[src/rtl/bcd_counter_2dig_pkg.sv]
// rtl/bcd_counter_2dig_pkg.sv - shared types and BCD step helper for the two-digit counter
//
// Purpose: run/pause state encoding, the largest BCD digit value, and a pure
//          function that computes the next two-digit BCD value for one count.
// Ports:   none (package).
package bcd_counter_2dig_pkg;

   typedef enum logic {
      ST_PAUSE = 1'b0,
      ST_RUN   = 1'b1
   } run_state_t;

   localparam logic [3:0] BCD_MAX = 4'd9;

   typedef struct packed {
      logic [3:0] tens;
      logic [3:0] ones;
      logic       wrap;
   } bcd_step_t;

   // One count step in either direction; wrap flags 99->00 (up) or 00->99 (down).
   function automatic bcd_step_t bcd_step(input logic [3:0] tens,
                                          input logic [3:0] ones,
                                          input logic       up);
      bcd_step_t r;
      r.tens = tens;
      r.ones = ones;
      r.wrap = 1'b0;
      if (up) begin
         if (ones >= BCD_MAX) begin
            r.ones = 4'd0;
            if (tens >= BCD_MAX) begin
               r.tens = 4'd0;
               r.wrap = 1'b1;
            end else begin
               r.tens = tens + 4'd1;
            end
         end else begin
            r.ones = ones + 4'd1;
         end
      end else begin
         if (ones == 4'd0) begin
            r.ones = BCD_MAX;
            if (tens == 4'd0) begin
               r.tens = BCD_MAX;
               r.wrap = 1'b1;
            end else begin
               r.tens = tens - 4'd1;
            end
         end else begin
            r.ones = ones - 4'd1;
         end
      end
      return r;
   endfunction

endpackage

[src/rtl/key_debounce.sv]
// rtl/key_debounce.sv - push-key synchronizer, debouncer and press-pulse generator
//
// Purpose: brings an asynchronous active-low key into the clk domain, accepts a
//          new level only after DEB_CYCLES consecutive equal samples, and emits
//          a one-cycle pulse when the accepted level falls (key pressed).
// Ports:
//   clk    in   system clock
//   rst_n  in   asynchronous active-low reset
//   key_n  in   raw active-low key
//   press  out  one-cycle pulse on an accepted press
module key_debounce #(
   parameter int DEB_CYCLES = 240000
) (
   input  logic clk,
   input  logic rst_n,
   input  logic key_n,
   output logic press
);

   localparam int            CW       = (DEB_CYCLES > 1) ? $clog2(DEB_CYCLES) : 1;
   localparam logic [CW-1:0] CNT_LAST = CW'(DEB_CYCLES - 1);

   logic          sync_1;
   logic          sync_2;
   logic          level;
   logic [CW-1:0] stable_cnt;

   // stable_cnt counts consecutive samples that differ from the accepted level;
   // the DEB_CYCLES-th such sample flips the accepted level.
   always_ff @(posedge clk or negedge rst_n) begin
      if (!rst_n) begin
         sync_1     <= 1'b1;
         sync_2     <= 1'b1;
         level      <= 1'b1;
         stable_cnt <= '0;
         press      <= 1'b0;
      end else begin
         sync_1 <= key_n;
         sync_2 <= sync_1;
         press  <= 1'b0;
         if (sync_2 == level) begin
            stable_cnt <= '0;
         end else if (stable_cnt == CNT_LAST) begin
            level      <= sync_2;
            stable_cnt <= '0;
            press      <= ~sync_2;
         end else begin
            stable_cnt <= stable_cnt + 1'b1;
         end
      end
   end

endmodule

[src/rtl/bcd_counter_2dig.sv]
// rtl/bcd_counter_2dig.sv - two-digit BCD up/down counter with run/pause and clear keys
//
// Purpose: counts 00..99 at TICK_HZ while running, in the direction chosen by
//          up_dn, with debounced run/pause toggle and clear keys.
// Ports:
//   clk         in   system clock (CLK_HZ)
//   rst_n       in   asynchronous active-low reset
//   key_run_n   in   active-low key, toggles run/pause
//   key_clr_n   in   active-low key, clears digits and prescaler
//   up_dn       in   level switch, 1 = up, 0 = down
//   seg_data_1  out  tens digit (BCD)
//   seg_data_2  out  ones digit (BCD)
//   wrap        out  one-cycle pulse on 99->00 or 00->99
//   running     out  1 while in RUN
module bcd_counter_2dig
   import bcd_counter_2dig_pkg::*;
#(
   parameter int CLK_HZ     = 12000000,
   parameter int TICK_HZ    = 1,
   parameter int DEB_CYCLES = 240000
) (
   input  logic       clk,
   input  logic       rst_n,
   input  logic       key_run_n,
   input  logic       key_clr_n,
   input  logic       up_dn,
   output logic [3:0] seg_data_1,
   output logic [3:0] seg_data_2,
   output logic       wrap,
   output logic       running
);

   localparam int            DIV      = CLK_HZ / TICK_HZ;
   localparam int            PW       = (DIV > 1) ? $clog2(DIV) : 1;
   localparam logic [PW-1:0] PSC_LAST = PW'(DIV - 1);

   logic          run_press;
   logic          clr_press;
   logic          up_s1;
   logic          up_s2;
   run_state_t    state;
   run_state_t    state_next;
   logic [PW-1:0] psc;
   logic          tick;
   logic [3:0]    tens;
   logic [3:0]    ones;
   bcd_step_t     step;

   key_debounce #(.DEB_CYCLES(DEB_CYCLES)) u_deb_run (
      .clk   (clk),
      .rst_n (rst_n),
      .key_n (key_run_n),
      .press (run_press)
   );

   key_debounce #(.DEB_CYCLES(DEB_CYCLES)) u_deb_clr (
      .clk   (clk),
      .rst_n (rst_n),
      .key_n (key_clr_n),
      .press (clr_press)
   );

   always_ff @(posedge clk or negedge rst_n) begin
      if (!rst_n) begin
         up_s1 <= 1'b1;
         up_s2 <= 1'b1;
      end else begin
         up_s1 <= up_dn;
         up_s2 <= up_s1;
      end
   end

   always_ff @(posedge clk or negedge rst_n) begin
      if (!rst_n) begin
         state <= ST_PAUSE;
      end else begin
         state <= state_next;
      end
   end

   always_comb begin
      state_next = state;
      if (run_press) begin
         state_next = (state == ST_RUN) ? ST_PAUSE : ST_RUN;
      end
   end

   assign running = (state == ST_RUN);
   assign tick    = running && (psc == PSC_LAST);

   // In PAUSE the prescaler holds so a resume continues the partial period.
   always_ff @(posedge clk or negedge rst_n) begin
      if (!rst_n) begin
         psc <= '0;
      end else if (clr_press) begin
         psc <= '0;
      end else if (running) begin
         psc <= (psc == PSC_LAST) ? '0 : psc + 1'b1;
      end
   end

   assign step = bcd_step(tens, ones, up_s2);

   // Clear has priority over a coincident tick, suppressing both count and wrap.
   always_ff @(posedge clk or negedge rst_n) begin
      if (!rst_n) begin
         tens <= 4'd0;
         ones <= 4'd0;
         wrap <= 1'b0;
      end else begin
         wrap <= 1'b0;
         if (clr_press) begin
            tens <= 4'd0;
            ones <= 4'd0;
         end else if (tick) begin
            tens <= step.tens;
            ones <= step.ones;
            wrap <= step.wrap;
         end
      end
   end

   assign seg_data_1 = tens;
   assign seg_data_2 = ones;

endmodule

[config.mk]
export PLATFORM = sky130hd
export DESIGN_NAME = bcd_counter_2dig
export DESIGN_NICKNAME = d
export VERILOG_FILES = /design/src/rtl/bcd_counter_2dig_pkg.sv /design/src/rtl/key_debounce.sv /design/src/rtl/bcd_counter_2dig.sv
export SDC_FILE = /design/constraint.sdc
export NUM_CORES = 1
export LEC_CHECK = 0
export ABC_CLOCK_PERIOD_IN_PS = 3570
export CELL_PAD_IN_SITES_DETAIL_PLACEMENT = 1
export CELL_PAD_IN_SITES_GLOBAL_PLACEMENT = 1
export CORE_UTILIZATION = 40
export DETAILED_ROUTE_END_ITERATION = 10
export PLACE_DENSITY = 0.8
export SLEW_MARGIN = 40
export SYNTH_ARGS = -nofsm -noshare
export SYNTH_HDL_FRONTEND = slang
export SYNTH_SLANG_ARGS = --single-unit
export TNS_END_PERCENT = 20
[constraint.sdc]
create_clock -name clk -period 3.57 [get_ports clk]
set_input_delay 0.714 -clock clk [delete_from_list [all_inputs] [get_ports clk]]
set_output_delay 0.714 -clock clk [all_outputs]
set_load 0.01 [all_outputs]
# After elaboration in Yosys (flattened, before gate mapping)
# Index checks and enable logic that the tools add are counted.
dict set report word_totals {
  mem_count 0
  regBits 80
  rom_bits 0
  input_bits 5
  ramBits 0
  elab_cells 74
  out_inout_bits 10
  latchBits 0
}
dict set report classes {
  div_mod_pow 0
  shift 0
  mul 0
  bitwise 4
  n_lt_le_gt_ge 2
  add_sub_neg 7
  reduce_logical 9
  mux 29
  eq_ne 6
}
# operator n
set ops {}
lappend ops {{$mux 18} 4}
lappend ops {{$mux 24} 3}
lappend ops {{$mux 4} 10}
lappend ops {{$add 18x1->18 const B} 2}
lappend ops {{$eq 18x18->1 const B} 2}
lappend ops {{$add 24x1->24 const B} 1}
lappend ops {{$eq 24x24->1 const B} 1}
lappend ops {{$mux 1} 11}
lappend ops {{$mux 9} 1}
lappend ops {{$add 4x1->4 const B} 2}
lappend ops {{$ge 4x4->1 const B} 2}
lappend ops {{$logic_not 4->1} 2}
lappend ops {{$sub 4x1->4 const B} 2}
lappend ops {{$not 1->1} 4}
lappend ops {{$reduce_and 2->1} 2}
lappend ops {{$reduce_bool 2->1} 2}
lappend ops {{$ne 3x1->1 const B} 1}
lappend ops {{$reduce_and 3->1} 1}
lappend ops {{$reduce_bool 3->1} 1}
lappend ops {{$eq 1x1->1} 2}
lappend ops {{$logic_and 1x1->1} 1}

# Depth between registers and ports, before layout
# Gate-level depths: netlist of run 1.
dict set report depth {
  depth_word 6
  ltp_mapped 7
  ltp_nobuf 6
}

# By module
# From an unflattened synthesis of run 1, not the netlist that was laid out.
dict set report unflattened {
  cells_unflattened 457
  hier_area_um2 4398.0
}
# mod n_inst cells_per_inst seq_area_each_um2 area_each_um2
set modules_own_cells {}
lappend modules_own_cells {bcd_counter_2dig 1 259 903.4 2298.5}
lappend modules_own_cells {key_debounce 2 99 554.3 1049.8}

# Worst setup path after synthesis of run 1
# No wires, ideal clock.
dict set report synth_path {
  path_type {register to register}
  startpoint {reg psc[0]}
  endpoint {reg psc[20]}
  arrival_time_ns 1.882
  path_stages_with_launch 8
  setup_slack_ns 1.558
  required_time_ns 3.440
  path_buffers 2
  synth_period_minus_slack_ns 2.012
  setup_ns 0.130
  path_cell_list {dfrtp_1 -> ha_1 -> nand3_1 -> or4b_1 -> buf_2 -> o21ai_2 -> buf_4 -> a21oi_1}
}
dict set report synth_between {
  elab_chain_len 4
  elab_cells_between_ends 5
  classes_between {add/sub: 1; eq/ne: 1; mux: 3}
}
# element line_no
set synth_rtl {}
lappend synth_rtl {{from (decl)} bcd_counter_2dig.sv:43} ;# logic [PW-1:0] psc;
lappend synth_rtl {{from (signal assigned)} bcd_counter_2dig.sv:98} ;# psc <= (psc == PSC_LAST) ? '0 : psc + 1'b1;
lappend synth_rtl {{$add 24x1->24 / $eq 24x24->1 (equally long branches)} bcd_counter_2dig.sv:98}
lappend synth_rtl {{$mux 24 (*)} bcd_counter_2dig.sv:98}
lappend synth_rtl {{$mux 24 (*)} bcd_counter_2dig.sv:97} ;# end else if (running) begin
lappend synth_rtl {{$mux 24 (*)} bcd_counter_2dig.sv:95} ;# end else if (clr_press) begin
# Mark *: on every way between the ends. The rest lies on a longest branch, timed or not. The select of a mux whose other input is x is not followed.
# A chain may end at the register's enable or synchronous reset.

# Worst setup path after layout of run 1
dict set report layout_path {
  startpoint {reg state (netlist: running)}
  endpoint {reg ones[0] (netlist: seg_data_2[0])}
}
dict set report layout_between {
  elab_chain_len 2
}
# element line_no
set layout_rtl {}
lappend layout_rtl {{from (decl)} bcd_counter_2dig.sv:41} ;# run_state_t state;
lappend layout_rtl {{from (signal assigned)} bcd_counter_2dig.sv:77} ;# state <= state_next;
lappend layout_rtl {{$logic_and 1x1->1} bcd_counter_2dig.sv:89} ;# assign tick = running && (psc == PSC_LAST);
lappend layout_rtl {{$reduce_bool 2->1 (no line)} --}
lappend layout_rtl {{to (signal assigned)} bcd_counter_2dig.sv:117} ;# ones <= step.ones;
lappend layout_rtl {{to (decl)} bcd_counter_2dig.sv:46} ;# logic [3:0] ones;
# Every way passes these cells.

==> results of run 1 <==
through the flow:
stage	worst slack, ns	power [W]
5_1_grt	0.892	0.00173
2_1_floorplan	1.56	0.000967
4_1_cts	0.946	0.00169
3_3_place_gp	1.12	0.000999
3_5_place_dp	0.957	0.00100
6_report	1.13	0.00166
kinds of logic (layout without fill, tap and decap cells):
group           after synthesis  in the layout  synth area share
simple gates                208            208             0.267
compound gates               86             86             0.126
flops                        80             80             0.454
buf+inv                      37             49            0.0364
xor+xnor                     36             36            0.0712
fa+ha+maj                    11             11            0.0311
mux                           6              6            0.0141
power by group:
part | total [W] | switching, W | internal [W]
Sequential | 0.000931 | 0.0000142 | 0.000917
Combinational | 0.0000510 | 0.0000348 | 0.0000163
Clock | 0.000681 | 0.000336 | 0.000344
Total | 0.00166 | 0.000385 | 0.00128
state kept, by name, indices dropped and copies added (netlist names), 4 cells and up:
signal	cells
u_deb_clr.stable_cnt	18
seg_data_2	4
psc	24
u_deb_run.stable_cnt	18
seg_data_1	4
worst max-delay path: cells and delay by family (launching register included):
family / cells / cell delay, ns
multiplexers: 1 / 0.23
AO/OA/AOI/OAI: 1 / 0.50
AND/OR/NAND/NOR: 2 / 1.05
flip-flops: 1 / 0.58
cell type report:
type	count	share of cell area
Timing Repair Buffer	17	0.0340
Multi-Input combinational cell	347	0.466
Sequential cell	80	0.411
Clock inverter	4	0.0110
Tap cell	140	0.0358
Clock buffer	12	0.0297
Inverter	16	0.0123
how the worst max path moves through the flow:
| stage | startpoint | endpoint | slack, ns | cells past startpoint |
|---|---|---|---|---|
| 2_1_floorplan | psc[0] | psc[20] | 1.56 | 7 |
| 3_3_place_gp | running | seg_data_2[0] | 1.12 | 4 |
| 3_5_place_dp | running | seg_data_2[3] | 0.96 | 4 |
| 4_1_cts | running | seg_data_2[3] | 0.95 | 4 |
| 5_1_grt | running | seg_data_2[3] | 0.89 | 4 |
| 6_report | running | seg_data_2[0] | 1.13 | 4 |
placed cells by master (no fill, tap or decap), types with 8 or more instances in the layout:
cell type,count
clkdlybuf4s50_1,13
dfrtp_1,72
o31ai_1,13
nand3_1,25
nand2_1,24
nor4_1,12
o21ai_0,14
nor2_1,47
xnor2_1,20
nand4_1,21
or3_1,8
inv_1,16
ha_1,11
clkbuf_8,11
xor2_1,16
a21oi_1,27
dfstp_2,8
or4_1,10
routing by layer:
| layer | routed length, um | part of all wire | global-route usage | vias to the layer above |
|---|---|---|---|---|
| li1 | - | - | - | 1716 |
| met1 | 4880 | 0.47 | 0.251 | 1832 |
| met2 | 5100 | 0.49 | 0.340 | 42 |
| met3 | 256 | 0.025 | 0.0316 | 13 |
| met4 | 148 | 0.014 | 0.0665 | 0 |
| met5 | 0 | 0 | 0 | - |
==> summary.txt, run 1 <==
Final layout
  • P&R area growth vs syn: 10.5%
  • Area of the multi-input gates: 0.00228 sq mm
  • Final Core Density: 0.453
  • Nets: 487
  • N_diodes: 0
  • Register area: 0.00201 sq mm
  • Proportion of layout cells with a drive suffix above 1: 0.0924
  • Final cell count without fillers: 616
  • # fillers: 1234
  • Post-route design area: 0.00489 sq mm

STA
  • Slew @ Worst Pin: 0.648 ns
  • Fin crit period: 2.44 ns
  • Period utilization: 0.683
  • Final hold vios: 0
  • Final Max Tran Viols: 0
  • Total Neg Setup Slack: 0 ns
  • Fin Hold WS: 0.358 ns
  • RSZ-0062 raised after global routing: false
  • Rel. slew slack: 0.568
  • # setup viols final: 0
  • FMAX: 410 MHz
  • Final clock skew: 0.0117 ns

Global route
  • Global-route wire length before repair: 18100 um
  • Largest net degree at the start of global routing: 81
  • Vias in the first global route: 3823
  • Initial antenna violation count: 0
  • Global route overflow: 0
  • GRT Total Usage: 0.197

Die
  • Die height: 107 um
  • Die X: 107 um
  • Die area: 0.0115 sq mm
  • Initial Util: 0.410
  • Row count: 38
  • Core Area: 0.0108 sq mm
  • Top Ports: 15

Routing
  • Residual DRC count: 0
  • Antenna viol nets, final: 0
  • Initial DRC Count: 187
  • Routed vias/inst: 5.85
  • Via count: 3603
  • Post-DR wirelength/cell: 16.9 um
  • DR pass1 iterations: 4
  • Overall routed net length: 10400 um

Place
  • I/O Buffers: 14
  • Placed Area: 0.00468 sq mm
  • Gpl congestion: 0.787
  • HPWL Detailed: 7150 um
  • Placed cells: 600

Yosys
  • Synth area leaders: dfrtp_1 (41%), dfstp_2 (4.7%), nor2_1 (4.0%), xnor2_1 (4.0%), xor2_1 (3.2%)
  • Post-synth cell types: 56
  • Ys async rst share: 1.00
  • Post-synth EDFFs: 0
  • Leading area contributor after synthesis: dfrtp_1
  • Yosys reg bits: 80
  • Ys flop type: dfrtp_1
  • Cells after Synth: 464
  • Synth Net Count: 480
  • Yosys top cell area share: 0.407
  • Count leader, synth: dfrtp_1
  • Post-synth top cells: dfrtp_1 (72), nor2_1 (47), a21oi_1 (27)
  • Synth warn: 0
  • Sequential cell area fraction in the yosys report: 0.454
  • Avg Inst Size Synth: 9.55 sq um
  • Post-Syn Area: 0.00443 sq mm

Hold path
  • Worst Hold Endpoint: u_deb_run.sync_2
  • Hold Path Depth: 0
  • Hold Startpoint: u_deb_run.sync_1
  • Hold Path Class: flip-flop to flip-flop

Critical path
  • R2R Path Start: running
  • WP data arrival: 2.71 ns
  • CP Class: flip-flop to flip-flop
  • Crit path cell chain: nand3_1, or4b_1, o21ai_4, mux2i_1
  • CP endpoint kind: flip-flop
  • Slowest CP cell: or4b_1
  • Critical Path Start Type: flip-flop
  • Slowest stage delay, CP: 0.73 ns
  • Reg-to-reg setup timing slack: 1.13 ns
  • Worst r2r dst: seg_data_2[0]
  • Reg2Reg Depth: 4
  • WP data required: 3.85 ns
  • Worst-path fanout max: 16

Pwr
  • Peak supply drop: 265 uV
  • Pleak: 1.87 nW
  • PwrDens: 340 mW/mm^2

Clock tree
  • Num CTS Buffers: 9
  • CTS HTree Levels: 3
  • # clock sinks: 80
  • Hold Buf Count CTS: 0
  • Setup bufs post-CTS: 0
  • Clock latency on the worst-skew pair: 0.35 ns
  • Clock Root Buffer: clkbuf_8
  • Clock transition at path regs: 0.08 ns
  • CTS tree: done
  • CTS resizes: 0
  • Max clock buf depth: 2

Job
  • Max-Cap Viols: 0

Outcome
  • Status: completed
(Power assumes the default switching activity.)
==> run 2, diff against run 1 <==
ABC_CLOCK_PERIOD_IN_PS = 2100   (was 3570)
PLACE_DENSITY = 0.83   (was 0.8)
clock period = 2.1 ns   (was 3.57 ns; I/O delays follow)
==> summary.txt, run 2 (synthesized netlist as in run 1, its figures left out) <==
Outcome
  • Status: completed

Critical path
  • Worst-path fanout max: 6
  • R2R Path Start: seg_data_1[1]
  • CP Class: flip-flop to flip-flop
  • Critical Path Start Type: flip-flop
  • Worst r2r dst: seg_data_1[0]
  • CP endpoint kind: flip-flop
  • WP data required: 2.38 ns
  • Reg2Reg Depth: 6
  • WP data arrival: 2.27 ns
  • Reg-to-reg setup timing slack: 0.10 ns

Die
  • Die X: 107 um
  • Initial Util: 0.410
  • Row count: 38
  • Core Area: 0.0108 sq mm
  • Die area: 0.0115 sq mm
  • Top Ports: 15
  • Die height: 107 um

Global route
  • GRT Total Usage: 0.208
  • Vias in the first global route: 3969
  • Global-route wire length before repair: 19300 um
  • GR peak layer: met2
  • Global routing usage on met2: 0.361
  • Largest net degree at the start of global routing: 64
  • Initial antenna violation count: 0
  • Global route overflow: 0
  • M1 GR Usage: 0.266
  • Met3 usage: 0.0340

Clock tree
  • Num CTS Buffers: 9
  • # clock sinks: 80
  • Setup bufs post-CTS: 0
  • Max clock buf depth: 2
  • CTS HTree Levels: 3
  • Clock transition at path regs: 0.08 ns
  • Clock latency on the worst-skew pair: 0.36 ns
  • CTS tree: done
  • Clock Root Buffer: clkbuf_8

Final layout
  • Largest reg by FF count: psc
  • Largest registers: psc x24, u_deb_clr.stable_cnt x18, u_deb_run.stable_cnt x18
  • Max FFs per register: 24
  • Most frequent cells in the layout: dfrtp_1 (71), nor2_1 (47), a21oi_1 (27), buf_4 (27), nand3_1 (25)
  • Proportion of layout cells with a drive suffix above 1: 0.140
  • Post-route design area: 0.00506 sq mm
  • Nets: 512
  • Commonest non-fill, non-tap cell in the layout: dfrtp_1
  • N_diodes: 0
  • P&R area growth vs syn: 14.4%

Place
  • I/O Buffers: 14
  • Gpl congestion: 0.872
  • HPWL Detailed: 7850 um
  • Worst slack, placed: 0.0833 ns
  • Placed Area: 0.00486 sq mm

STA
  • Period utilization: 0.950
  • Total Neg Setup Slack: 0 ns
  • Fin crit period: 2.00 ns
  • RSZ-0062 raised after global routing: false
  • Final hold vios: 0
  • FMAX: 501 MHz
  • Final Max Tran Viols: 0
  • Rel. slew slack: 0.580
  • Final WS setup: 0.105 ns
  • Final clock skew: 0.0120 ns
  • # setup viols final: 0
  • Slew @ Worst Pin: 0.624 ns

Routing
  • Routed vias/inst: 5.80
  • Overall routed net length: 11200 um
  • DR pass1 iterations: 4
  • Residual DRC count: 0
  • Post-DR wirelength/cell: 17.4 um
  • Antenna viol nets, final: 0
  • Initial DRC Count: 180
  • Via count: 3716

Pwr
  • Pleak: 1.99 nW
  • Peak supply drop: 399 uV
  • PwrDens: 545 mW/mm^2
  • Total power: 0.00276 W

Hold path
  • Hold Startpoint: u_deb_run.sync_1
  • Hold Path Depth: 0
  • Worst Hold Endpoint: u_deb_run.sync_2
  • Hold Path Class: flip-flop to flip-flop

Job
  • Max-Cap Viols: 0
[run 2: worst max path at each step]
| stage | cells past startpoint | from | to | slack, ns |
|---|---|---|---|---|
| after global routing | 6 | seg_data_1[1] | seg_data_1[0] | 0.003 |
| after global placement | 6 | seg_data_2[0] | seg_data_2[2] | 0.14 |
| after detailed placement | 6 | seg_data_2[0] | seg_data_1[2] | 0.08 |
| final | 6 | seg_data_1[1] | seg_data_1[0] | 0.10 |
| after CTS | 6 | seg_data_2[0] | seg_data_1[2] | 0.04 |
| after floorplan | 7 | psc[0] | psc[20] | 0.09 |
[run 2: worst max-delay path, cell delays in order, from the launching register on]
cell	delay, ns
dfrtp_1	0.45
inv_1	0.16
ha_2	0.25
or4b_2	0.62
a32oi_1	0.17
nand4_1	0.11
a21oi_1	0.17
[run 2: layout make-up]
type / count / area, sq um
clock buffer: 12 / 155
clock inverter: 4 / 28.8
fill: 1232 / 5730
inverter: 16 / 60.1
multi-input combinational: 347 / 2270
sequential: 80 / 2010
tap: 140 / 175
timing repair buffer: 42 / 363
[run 2: layer usage]
metal | vias up | wire length (um)
met5 | - | 0
met1 | 1867 | 4900
li1 | 1771 | -
met2 | 59 | 5720
met3 | 19 | 346
met4 | 0 | 184
[run 2: repair_timing]
action	4_1_cts	5_1_grt
hold buffers	1	0
gates resized for setup	0	5
hold endpoints to repair	15	0
endpoints found under the setup margin	0	8
[run 2: stage by stage]
| step | util | cells | hold slack, ns |
|---|---|---|---|
| final | 0.469 | 641 | 0.358 |
| after global routing | 0.469 | 641 | 0.361 |
| after CTS | 0.468 | 641 | 0.360 |
| after detailed placement | 0.450 | 624 | 0.324 |
| after global placement | 0.450 | 624 | 0.319 |
| after floorplan | - | 464 | 0.124 |
[run 2: where the power goes]
group	switching [W]	total, W	internal [W]
clock	0.000585	0.00108	0.000495
combinational	0.0000653	0.000100	0.0000349
sequential	0.0000212	0.00158	0.00156
==> run 3, diff against run 2 <==
CORE_UTILIZATION = 44   (was 40)
GPL_ROUTABILITY_DRIVEN = 0   (was not set)
PLACE_DENSITY = 0.89   (was 0.83)
==> summary.txt, run 3 (synthesized netlist as in run 1, its figures left out) <==
Hold path
  • Worst Hold Endpoint: up_s2
  • Hold Path Depth: 0
  • Hold Path Class: flip-flop to flip-flop
  • Hold Startpoint: up_s1

Die
  • Die height: 102 um
  • Die area: 0.0105 sq mm
  • Die X: 102 um
  • Core Area: 0.00977 sq mm
  • Row count: 36
  • Top Ports: 15
  • Initial Util: 0.453

Job
  • Max-Cap Viols: 0

STA
  • # setup viols final: 0
  • Total Neg Setup Slack: 0 ns
  • Final clock skew: 0.0106 ns
  • Final Max Tran Viols: 0
  • Fin crit period: 2.02 ns
  • Slew @ Worst Pin: 0.649 ns
  • Final hold vios: 0
  • FMAX: 494 MHz
  • Final WS setup: 0.0776 ns
  • Period utilization: 0.963
  • Rel. slew slack: 0.563

Critical path
  • WP data required: 2.38 ns
  • Worst-path fanout max: 7
  • Critical Path Start Type: flip-flop
  • Reg-to-reg setup timing slack: 0.08 ns
  • CP endpoint kind: flip-flop
  • Reg2Reg Depth: 6
  • WP data arrival: 2.30 ns
  • CP Class: flip-flop to flip-flop
  • Worst r2r dst: psc[12]
  • R2R Path Start: psc[0]

Place
  • Worst slack, placed: 0.00139 ns
  • I/O Buffers: 14
  • HPWL Detailed: 8120 um
  • Placed Area: 0.00488 sq mm

Clock tree
  • CTS tree: done
  • Clock Root Buffer: clkbuf_8
  • Max clock buf depth: 2
  • Clock transition at path regs: 0.09 ns
  • # clock sinks: 80
  • CTS HTree Levels: 3
  • Clock latency on the worst-skew pair: 0.36 ns
  • Num CTS Buffers: 9

Outcome
  • Status: completed

Final layout
  • Largest registers: psc x24, u_deb_clr.stable_cnt x18, u_deb_run.stable_cnt x18
  • Max FFs per register: 24
  • Largest reg by FF count: psc
  • Post-route design area: 0.00514 sq mm
  • Commonest non-fill, non-tap cell in the layout: dfrtp_1
  • Most frequent cells in the layout: dfrtp_1 (71), nor2_1 (47), buf_4 (34)
  • N_diodes: 0
  • P&R area growth vs syn: 16.0%
  • Nets: 519
  • Proportion of layout cells with a drive suffix above 1: 0.157
  • Final Core Density: 0.526
  • # fillers: 1137

Routing
  • Routed vias/inst: 6.07
  • Antenna viol nets, final: 0
  • Residual DRC count: 0
  • Initial DRC Count: 159
  • Post-DR wirelength/cell: 18.7 um
  • DR pass1 iterations: 5
  • Overall routed net length: 12000 um
  • Via count: 3891

Global route
  • GRT Total Usage: 0.243
  • Largest net degree at the start of global routing: 48
  • Vias in the first global route: 4015
  • Global-route wire length before repair: 19700 um
  • Initial antenna violation count: 0
  • Global route overflow: 0

Pwr
  • Peak supply drop: 305 uV
  • Total power: 0.00286 W
  • Pleak: 2.05 nW
  • PwrDens: 558 mW/mm^2
==> run 3: how the worst max path moves through the flow <==
stage	from	endpoint
after floorplan	psc[0]	psc[20]
after global placement	seg_data_2[0]	seg_data_1[2]
after detailed placement	seg_data_2[0]	seg_data_1[3]
after CTS	seg_data_2[0]	seg_data_1[3]
after global routing	psc[0]	psc[12]
final	psc[0]	psc[12]
==> run 3: layout make-up <==
cell class | count | area [sq um] | share of cell area
Multi-Input combinational cell | 347 | 2280 | 0.445
Tap cell | 133 | 166 | 0.0324
Clock buffer | 12 | 145 | 0.0283
Clock inverter | 4 | 52.6 | 0.0102
Inverter | 16 | 60.1 | 0.0117
Timing Repair Buffer | 49 | 415 | 0.0809
Sequential cell | 80 | 2010 | 0.392
==> run 3: metal layers <==
metal | routed length, um | global-route usage | vias to the layer above
li1 | - | - | 1793
met1 | 5040 | 0.294 | 1949
met2 | 6200 | 0.433 | 111
met3 | 395 | 0.0335 | 38
met4 | 371 | 0.103 | 0
met5 | 0 | 0 | -
==> run 3: timing repair <==
action	in CTS	in global routing
pin swaps	0	1
gates resized for setup	2	7
endpoints found under the setup margin	2	24
hold buffers	1	0
setup buffers	0	3
endpoints found under the hold margin	13	0
==> run 3: worst max-delay path, cell delays in order (launching register included) <==
cell,delay [ns]
dfrtp_1,0.40
ha_1,0.20
and2_1,0.21
nand4_1,0.30
buf_4,0.25
or4_1,0.40
a21oi_1,0.19
==> run 3: stage by stage <==
stage               hold slack, ns  instances
floorplan                    0.124        464
global placement             0.295        621
detailed placement           0.294        621
CTS                          0.363        638
global route                 0.366        641
finish                       0.352        641
==> run 3: power breakdown <==
group          internal (W)  total [W]  switching, W
clock              0.000588    0.00118      0.000593
combinational     0.0000360   0.000101     0.0000648
sequential          0.00156    0.00158     0.0000236
